--- src/rtl/avr_prefetch_queue_if.sv ---
// Program-memory read bus used by the instruction prefetch queue.
//
// The prefetcher is the master. It holds pmem_addr stable while pmem_req is
// high and waits for pmem_ack. The memory is the slave. It returns pmem_data
// in the same cycle as pmem_ack.
//
// Signals:
//   pmem_addr  AW   word address of the read (master -> slave)
//   pmem_req   1    read request (master -> slave)
//   pmem_ack   1    read complete, pmem_data valid (slave -> master)
//   pmem_data  16   raw program word, little-endian byte order (slave -> master)
interface avr_prefetch_queue_if #(
   parameter int AW = 16
);
   logic [AW-1:0] pmem_addr;
   logic          pmem_req;
   logic          pmem_ack;
   logic [15:0]   pmem_data;

   modport master (
      output pmem_addr,
      output pmem_req,
      input  pmem_ack,
      input  pmem_data
   );

   modport slave (
      input  pmem_addr,
      input  pmem_req,
      output pmem_ack,
      output pmem_data
   );
endinterface

--- src/rtl/avr_prefetch_queue.sv ---
// Instruction prefetch stage placed in front of avr_cpu.
//
// The block fetches program words ahead of execution from a program memory
// with variable latency. It buffers up to DEPTH byte-swapped words, and tags
// each one with its word address. The oldest word is shown to the CPU as
// cur_instr/current_pc. The CPU consumes words, redirects the fetch stream,
// or holds, using pc_src and stall.
//
// Ports:
//   CLK          clock, all state changes on the rising edge
//   RST          synchronous, active-high reset
//   pc_src[2:0]  000 restart, 001 hold, 010 consume 1, 011 consume 2,
//                100 relative jump, 101 absolute jump, 11x hold
//   jmp[AW-1:0]  jump target (101) or signed offset (100)
//   stall        CPU is not consuming this cycle
//   cur_instr    head word, byte-swapped, 0 when the queue is empty
//   current_pc   address of the head word, or the fetch address when empty
//   instr_valid  queue is non-empty
//   pmem         program-memory bus (master side)
//
// Optional feature macro AVR_PF_NEXT_WORD_EN:
//   Adds the ports next_instr and next_valid, which show the entry after the
//   head. With the macro, pc_src 011 pops two words, but only when two are
//   present. Without the macro, 011 behaves like 010.
module avr_prefetch_queue #(
   parameter int DEPTH = 4,
   parameter int AW    = 16
) (
   input  logic          CLK,
   input  logic          RST,
   input  logic [2:0]    pc_src,
   input  logic [AW-1:0] jmp,
   input  logic          stall,
   output logic [15:0]   cur_instr,
   output logic [AW-1:0] current_pc,
   output logic          instr_valid,
`ifdef AVR_PF_NEXT_WORD_EN
   output logic [15:0]   next_instr,
   output logic          next_valid,
`endif
   avr_prefetch_queue_if.master pmem
);

   localparam int PW = $clog2(DEPTH);
   localparam logic [PW:0] DEPTH_C = (PW+1)'(DEPTH);

   typedef enum logic [1:0] {IDLE, WAIT, DISCARD} state_t;

   state_t        state_q;
   logic [15:0]   mem_q   [DEPTH];
   logic [AW-1:0] pcTag_q [DEPTH];
   logic [PW-1:0] rdPtr_q, rdPtr_d;
   logic [PW-1:0] wrPtr_q, wrPtr_d;
   logic [PW:0]   count_q, count_d;
   logic [AW-1:0] fetchPc_q;
   logic [AW-1:0] pmemAddr_q;
   logic          pmemReq_q;

   logic          redirect;
   logic          push;
   logic [PW:0]   popCount;
   logic [AW-1:0] target;
   logic [AW-1:0] headPc;

   // Head-of-queue view. It reads the registered entries directly, so a word
   // is visible in the cycle right after it is pushed.
   always_comb begin
      instr_valid = (count_q != '0);
      headPc      = instr_valid ? pcTag_q[rdPtr_q] : fetchPc_q;
      current_pc  = headPc;
      cur_instr   = instr_valid ? mem_q[rdPtr_q] : 16'h0000;
   end

`ifdef AVR_PF_NEXT_WORD_EN
   logic [PW-1:0] nextPtr;

   // The second entry is shown so the CPU can decode two-word instructions.
   always_comb begin
      nextPtr    = rdPtr_q + PW'(1);
      next_valid = (count_q >= (PW+1)'(2));
      next_instr = next_valid ? mem_q[nextPtr] : 16'h0000;
   end
`endif

   // Decode the CPU control. A redirect wins over everything else and
   // flushes the queue. A pop happens only when the CPU is not stalled and
   // a word is present. A push needs an ack on a request that is still live.
   always_comb begin
      redirect = (pc_src == 3'b000) || (pc_src == 3'b100) || (pc_src == 3'b101);
      case (pc_src)
         3'b000:  target = '0;
         3'b100:  target = headPc + jmp;
         default: target = jmp;
      endcase

      popCount = '0;
      if (!redirect && !stall && instr_valid) begin
         if (pc_src == 3'b010) begin
            popCount = (PW+1)'(1);
         end else if (pc_src == 3'b011) begin
`ifdef AVR_PF_NEXT_WORD_EN
            if (count_q >= (PW+1)'(2)) begin
               popCount = (PW+1)'(2);
            end
`else
            popCount = (PW+1)'(1);
`endif
         end
      end

      push = (state_q == WAIT) && pmem.pmem_ack && !redirect;

      if (redirect) begin
         count_d = '0;
         rdPtr_d = '0;
         wrPtr_d = '0;
      end else begin
         count_d = count_q + (PW+1)'(push) - popCount;
         rdPtr_d = rdPtr_q + PW'(popCount);
         wrPtr_d = wrPtr_q + PW'(push);
      end
   end

   // Request FSM and FIFO storage. Only one read is outstanding at a time.
   // The request address never changes while req is high and no ack has
   // arrived. If a redirect arrives during an outstanding read, the state
   // moves to DISCARD, so the stale word is dropped when it finally arrives.
   // After that, the next read is issued at the new fetch address.
   always_ff @(posedge CLK) begin
      if (RST) begin
         state_q    <= IDLE;
         rdPtr_q    <= '0;
         wrPtr_q    <= '0;
         count_q    <= '0;
         fetchPc_q  <= '0;
         pmemAddr_q <= '0;
         pmemReq_q  <= 1'b0;
      end else begin
         count_q <= count_d;
         rdPtr_q <= rdPtr_d;
         wrPtr_q <= wrPtr_d;
         if (push) begin
            mem_q[wrPtr_q]   <= {pmem.pmem_data[7:0], pmem.pmem_data[15:8]};
            pcTag_q[wrPtr_q] <= fetchPc_q;
         end

         case (state_q)
            IDLE: begin
               if (redirect) begin
                  fetchPc_q <= target;
               end else if (count_d < DEPTH_C) begin
                  state_q    <= WAIT;
                  pmemReq_q  <= 1'b1;
                  pmemAddr_q <= fetchPc_q;
               end
            end
            WAIT: begin
               if (pmem.pmem_ack) begin
                  if (redirect) begin
                     fetchPc_q  <= target;
                     pmemAddr_q <= target;
                  end else begin
                     fetchPc_q <= fetchPc_q + AW'(1);
                     if (count_d < DEPTH_C) begin
                        pmemAddr_q <= fetchPc_q + AW'(1);
                     end else begin
                        state_q   <= IDLE;
                        pmemReq_q <= 1'b0;
                     end
                  end
               end else if (redirect) begin
                  fetchPc_q <= target;
                  state_q   <= DISCARD;
               end
            end
            DISCARD: begin
               if (redirect) begin
                  fetchPc_q <= target;
               end
               if (pmem.pmem_ack) begin
                  state_q    <= WAIT;
                  pmemAddr_q <= redirect ? target : fetchPc_q;
               end
            end
            default: begin
               state_q   <= IDLE;
               pmemReq_q <= 1'b0;
            end
         endcase
      end
   end

   assign pmem.pmem_addr = pmemAddr_q;
   assign pmem.pmem_req  = pmemReq_q;

endmodule

--- src/flat_wrapper.sv ---
// flat-port wrapper written by rule: the top's interface ports become plain ports
module avr_prefetch_queue_flat 
#(
   parameter int DEPTH = 4,
   parameter int AW    = 16
)
  (CLK, RST, pc_src, jmp, stall, cur_instr, current_pc, instr_valid, pmem_pmem_addr, pmem_pmem_req, pmem_pmem_ack, pmem_pmem_data);
  avr_prefetch_queue_if #(.AW(AW)) pmem_i ();
  input  logic CLK;
  input  logic RST;
  input  logic [2:0] pc_src;
  input  logic [AW-1:0] jmp;
  input  logic stall;
  output logic [15:0] cur_instr;
  output logic [AW-1:0] current_pc;
  output logic instr_valid;
  output wire logic [$bits(pmem_i.pmem_addr)-1:0] pmem_pmem_addr;
  output wire logic [$bits(pmem_i.pmem_req)-1:0] pmem_pmem_req;
  input wire logic [$bits(pmem_i.pmem_ack)-1:0] pmem_pmem_ack;
  input wire logic [$bits(pmem_i.pmem_data)-1:0] pmem_pmem_data;
  assign pmem_pmem_addr = pmem_i.pmem_addr;
  assign pmem_pmem_req = pmem_i.pmem_req;
  assign pmem_i.pmem_ack = pmem_pmem_ack;
  assign pmem_i.pmem_data = pmem_pmem_data;
  avr_prefetch_queue #(.DEPTH(DEPTH), .AW(AW)) u_core (.CLK(CLK), .RST(RST), .pc_src(pc_src), .jmp(jmp), .stall(stall), .cur_instr(cur_instr), .current_pc(current_pc), .instr_valid(instr_valid), .pmem(pmem_i));
endmodule
--- config.mk ---
export PLATFORM = sky130hd
export DESIGN_NAME = avr_prefetch_queue_flat
export DESIGN_NICKNAME = d
export VERILOG_FILES = /design/src/rtl/avr_prefetch_queue_if.sv /design/src/rtl/avr_prefetch_queue.sv /design/src/flat_wrapper.sv
export SDC_FILE = /design/constraint.sdc
export NUM_CORES = 1
export LEC_CHECK = 0
export ABC_AREA = 1
export BUFFER_PORTS_ARGS = -buffer_cell sky130_fd_sc_hd__clkbuf_2
export CAP_MARGIN = 10
export CORE_ASPECT_RATIO = 1.75
export CORE_UTILIZATION = 40
export DETAILED_ROUTE_END_ITERATION = 10
export MAX_ROUTING_LAYER = met4
export PLACE_DENSITY = 0.64
export SLEW_MARGIN = 10
export SYNTH_ARGS = -nofsm -noshare
export SYNTH_HDL_FRONTEND = slang
export SYNTH_SLANG_ARGS = --single-unit
--- constraint.sdc ---
create_clock -name CLK -period 11.1 [get_ports CLK]
set_input_delay 2.22 -clock CLK [delete_from_list [all_inputs] [get_ports CLK]]
set_output_delay 2.22 -clock CLK [all_outputs]
set_load 0.01 [all_outputs]
# Word-level counts from Yosys, hierarchy flattened
# Memory sizes are Yosys's and may differ from the RTL's. A register that Yosys moved wholly into a read port is not among the register bits.
# Index checks and enable logic that the tools add are counted.
# totals
memories	2
mem_bits_rw	128
reg_bits	42
out_inout_bits	50
wordCells	88
# classes
n_reduce_logical	18
magnitude_cmp	1
eq_ne	16
addsub	6
n_mux	37
bitwise_logic	1
# memory_table
memory	depth	word_bits	rd	rd_clocked_by_memory_dff	wr	line	source
u_core.mem_q	4	16	1	1	1	avr_prefetch_queue.sv:50	logic [15:0] mem_q [DEPTH];
u_core.pcTag_q	4	16	1	1	1	avr_prefetch_queue.sv:51	logic [AW-1:0] pcTag_q [DEPTH];
# op_table
op	n
$mux 16	11
$pmux 16 s2	2
$pmux 16 s3	1
$mux 2	9
$reduce_and 6->1	3
$add 16x1->16 const B	1
$add 16x16->16	1
$ne 2x2->1 const B	5
$mux 1	9
$mux 3	3
$ne 3x2->1 const B	3
$eq 3x2->1 const B	2
$eq 3x3->1 const B	2
$pmux 2 s3	1
$reduce_bool 3->1	2
$logic_and 1x1->1	4
$reduce_or 2->1	2
$add 3x1->3	1
$logic_not 3->1	1
$lt 3x3->1 const B	1
$ne 3x3->1 const B	1
$pmux 1 s3	1
$sub 3x3->3	1
$add 2x1->2	1
other kinds (9)	11

# Depth between registers and ports, before layout
# logic_depth
depth_word	14
mapped_depth	23
ltp_nobuf	21

# Worst setup path before layout
# Ideal clock, no wire load.
# synth_path
path_kind	input port to flip-flop
from	input port pc_src[1]
to	memory u_core.mem_q[0][0] (enable)
setup_slack_ns	5.529
arrival_time_ns	5.110
stages	8
path_buffers	2
setup_time_ns	0.461
path_cell_list	inv_2 > nand2_4 > nand2_4 > buf_8 > buf_2 > nor2_1 > nand2_1 > nor3_1
# synth_via
elab_chain_cells	8
elab_cells_between_ends	10
# synth_lines
element	line	source
start: declaration	flat_wrapper.sv:11	input logic [2:0] pc_src;
$eq 3x3->1 / $logic_not 3->1 (equally long branches)	avr_prefetch_queue.sv:89	redirect = (pc_src == 3'b000) || (pc_src == 3'b100) || (pc_src == 3'b101);
$logic_or 1x1->1	avr_prefetch_queue.sv:89	
$logic_or 1x1->1 (*)	avr_prefetch_queue.sv:89	
$logic_not 1->1 (*)	avr_prefetch_queue.sv:111	push = (state_q == WAIT) && pmem.pmem_ack && !redirect;
$logic_and 1x1->1 (*)	avr_prefetch_queue.sv:111	
$mux 1 (*)	avr_prefetch_queue.sv:142	if (push) begin
$mux 1 (*)	avr_prefetch_queue.sv:130	if (RST) begin
$mux 1 (implied by the code) (*)	avr_prefetch_queue.sv:143	mem_q[wrPtr_q] <= {pmem.pmem_data[7:0], pmem.pmem_data[15:8]};
end: declaration	avr_prefetch_queue.sv:50	
# Mark *: on every way between the ends. The rest lies on a longest branch, timed or not.

==> summary.txt <==
Status
  – Status: completed

Synthesis
  – Seq cells post-synth: 170
  – Synth Flop Type: edfxtp_1
  – Top post-synthesis cells by area: edfxtp_1, nand2_1, dfxtp_1
  – Syn avg cell area: around 8.5 sq um
  – Yosys warnings: 0
  – Netlist cell types: 54
  – Synthesized area: around 9100 sq um
  – Synth cell count leaders: nand2_1, nor2_1, edfxtp_1
  – Sequential-to-total area share from yosys stat: approximately 51%
  – Cell taking the most area after synthesis: edfxtp_1
  – Synth top area share: a little over two fifths
  – Post-synth EDFFs: roughly 130
  – Count leader, synth: nand2_1
  – Syn nets: ~1100
  – Async set-reset flop share out of synthesis: 0%
  – Cells after Synth: about 1100

Cells and area
  – Final #Nets: 1203
  – Post-layout util: between 40% and 50%
  – Share of layout cells above drive strength 1: 15.4%
  – Design area: slightly above 10000 sq um
  – Post-route insts no fill: between 1000 and 1500
  – Antenna fix cells: 0
  – P&R area growth vs syn: 13.4%

Clocking
  – Clock buffer count from CTS: 17
  – Clock Sinks: 170
  – Post-cts resize count: 0
  – Postcts setup bufs: 0
  – Clk_lat worst skew: around 0.43 ns
  – Clock buffer depth: 2
  – CTS tree: yes
  – Worst-path clk slew: roughly 0.06 ns
  – Clock root buffer: clkbuf_16
  – CTS H-Tree Depth: 4
  – Hold_buf cts: 0

Route
  – Vias per cell: 5.25
  – Via count: 7603
  – Remaining DRCs: 0
  – DR pass1 iterations: 5
  – Post-DRT Antenna Nets: 0
  – Final WL: 25000 microns
  – Initial DRC count: approximately 690
  – WL/cell: about 17 microns

Die
  – FP Rows: 72
  – DIE HEIGHT: around 200 microns
  – Die Area: ~23000 sq um
  – DIE WIDTH: 116 microns
  – Initial Utilization: between 40% and 50%
  – Core area: approximately 22000 sq um
  – Num ports: 89

Critical path
  – CP Class: reg2out
  – Worst r2r path cells: 17
  – Critical-path cell list: inv_1 -> buf_4 -> o21ai_0 -> o22ai_1 -> nand2_1 -> o21ai_0 -> clkbuf_2
  – CP max stage delay: ~0.48 ns
  – Critical path fanouts, max: 17
  – Crit end category: primary output
  – Crit path DAT: 2.61 ns
  – R2r setup slk: 6.75 ns
  – CP max-delay cell: inv_1
  – Most common cell on crit path: o21ai_0
  – Sum of buffers and inverters on the critical path: 3
  – CP top delay family: buffers and inverters
  – Critical Path Start Type: flop
  – R2R Path End: u_core.pmem.pmem_addr[10]$_SDFFE_PP0P_
  – R2r startpoint: u_core.count_q[1]$_SDFF_PP0_
  – Worst EP required: 8.88 ns

Power
  – Leak: 4.28 nW
  – Max IR drop VDD: roughly 0.12 mV
  – Power Dens Cells: roughly 170 nW/um^2

Timing
  – Slew margin rel.: ~33%
  – Final hold violation count: 0
  – Fmax: slightly above 200 MHz
  – Sum Neg Setup Slack: 0 ns
  – Final setup violating endpoints: 0
  – Slew Viols, Final: 0
  – Final worst-path cycle share: between 40% and 50%
  – Tmin final: ~4.8 ns
  – RSZ-0062 raised after global routing: no
  – Worst-Margin Slew: ~1 ns
  – Clock Skew: around 0.0077 ns
  – Worst Hold Slack: approximately 0.47 ns

Hold path
  – Hold Path Cell Cnt: 2
  – Hold path start: u_core.pmem.pmem_addr[12]$_SDFFE_PP0P_
  – Worst Hold End: u_core.pmem.pmem_addr[12]$_SDFFE_PP0P_
  – Worst Hold Class: reg2reg

Job
  – Max Cap Viol: 0

Global routing
  – Vias in the first global route: around 7300
  – Initial antenna violation count: 0
  – Grt ovf: 0
  – First-pass GRT wire length: roughly 39000 microns
  – Gr usage total: a little under a quarter
  – Largest net degree at the start of global routing: 66

Place
  – HPWL after DPL: roughly 17000 microns
  – Placed cell count: between 1000 and 1500
  – # port buffers: 88
  – GPL Wtd Cong: 0.943
  – Total placed instance area: between 9000 and 10000 sq um
==> worst reg2reg max path, stage by stage, from the launching register on <==
cell and delay [ns]:
dfxtp_1 0.38, nor2_1 0.06, nand2_1 0.51, buf_4 0.35, inv_2 0.24, nor4_1 0.69
ha_1 0.25, inv_1 0.04, ha_1 0.20, fa_1 0.39, inv_1 0.08, nor2_1 0.09
nor2_8 0.11, o211ai_2 0.09, nand2_2 0.32, inv_4 0.16, o21ai_0 0.23, a21oi_2 0.04
==> per-layer routing <==
| metal | GRT usage [%] | vias up | share of wire, % |
|---|---|---|---|
| li1 | - | 3760 | - |
| met1 | 25.1 | 3500 | 39 |
| met2 | 38.1 | 270 | 50 |
| met3 | 3.46 | 73 | 4.6 |
| met4 | 13.5 | 0 | 6.5 |
| met5 | - | - | 0 |
==> through the flow <==
step / power (W) / setup slack [ns]
detailed placement: 0.00124 / 5.80
global placement: 0.00123 / 5.84
floorplan: 0.00110 / 5.53
global route: 0.00188 / 6.11
CTS: 0.00179 / 6.26
finish: 0.00179 / 6.27
==> power breakdown <==
group | total, W | switching, W | leakage (nW) | internal, W
Sequential | 0.000775 | 0.0000435 | 1.51 | 0.000731
Clock | 0.000556 | 0.000246 | 0.261 | 0.000310
Combinational | 0.000458 | 0.000307 | 2.50 | 0.000151
Total | 0.00179 | 0.000596 | 4.28 | 0.00119
==> layout by cell type, fill, tap and decap left out, types with 3 or more instances in the layout <==
cell	count
nand3_1	65
inv_1	90
clkbuf_2	88
o21ai_1	7
a21oi_2	8
edfxtp_1	128
inv_2	6
clkinvlp_4	4
nand4_1	4
clkbuf_16	17
ha_1	24
nand2_1	247
xor2_1	3
nand2_4	3
buf_4	9
xnor2_1	3
or2_2	3
nand3b_1	4
nor3_4	5
a21oi_1	67
clkinv_2	3
nor2_1	130
o22ai_1	16
inv_6	5
o21ai_0	124
nand2_2	3
dfxtp_1	41
==> state kept, by name, summed over array words and instances (netlist names) <==
register and cells:
u_core.count_q 3, u_core.pmem.pmem_addr 16, u_core.mem_q 64, u_core.state_q 2, u_core.wrPtr_q 2, u_core.pcTag_q 64
u_core.rdPtr_q 2, u_core.pmem.pmem_req 1, u_core.fetchPc_q 16
==> worst max path at each step <==
stage / slack (ns) / cells after the start / startpoint / to
CTS: 6.26 / 15 / pc_src[1] / u_core.pmem.pmem_addr[10]$_SDFFE_PP0P_
detailed placement: 5.80 / 15 / pc_src[1] / u_core.pmem.pmem_addr[10]$_SDFFE_PP0P_
global route: 6.11 / 6 / u_core.rdPtr_q[0]$_SDFF_PP0_ / current_pc[14]
global placement: 5.84 / 15 / pc_src[1] / u_core.pmem.pmem_addr[10]$_SDFFE_PP0P_
finish: 6.27 / 7 / u_core.rdPtr_q[1]$_SDFF_PP0_ / current_pc[5]
floorplan: 5.53 / 8 / pc_src[1] / u_core.mem_q[0][0]$_DFFE_PP_
==> cells by family after synthesis <==
kind of cell	synth area share, %
xor+xnor	0.576
compound gates	14.7
flops	51.4
fa+ha+maj	3.73
simple gates	22.8
buf+inv	6.81
==> area by class of cell <==
cell class                      instances  area (sq um)
Inverter                               99           382
Clock buffer                           19           433
Fill cell                            2204         11900
Timing Repair Buffer                   97           508
Tap cell                              296           370
Multi-Input combinational cell        753          3850
Clock inverter                         13           119
Sequential cell                       170          4690
Power figures use the tool's default switching activity.
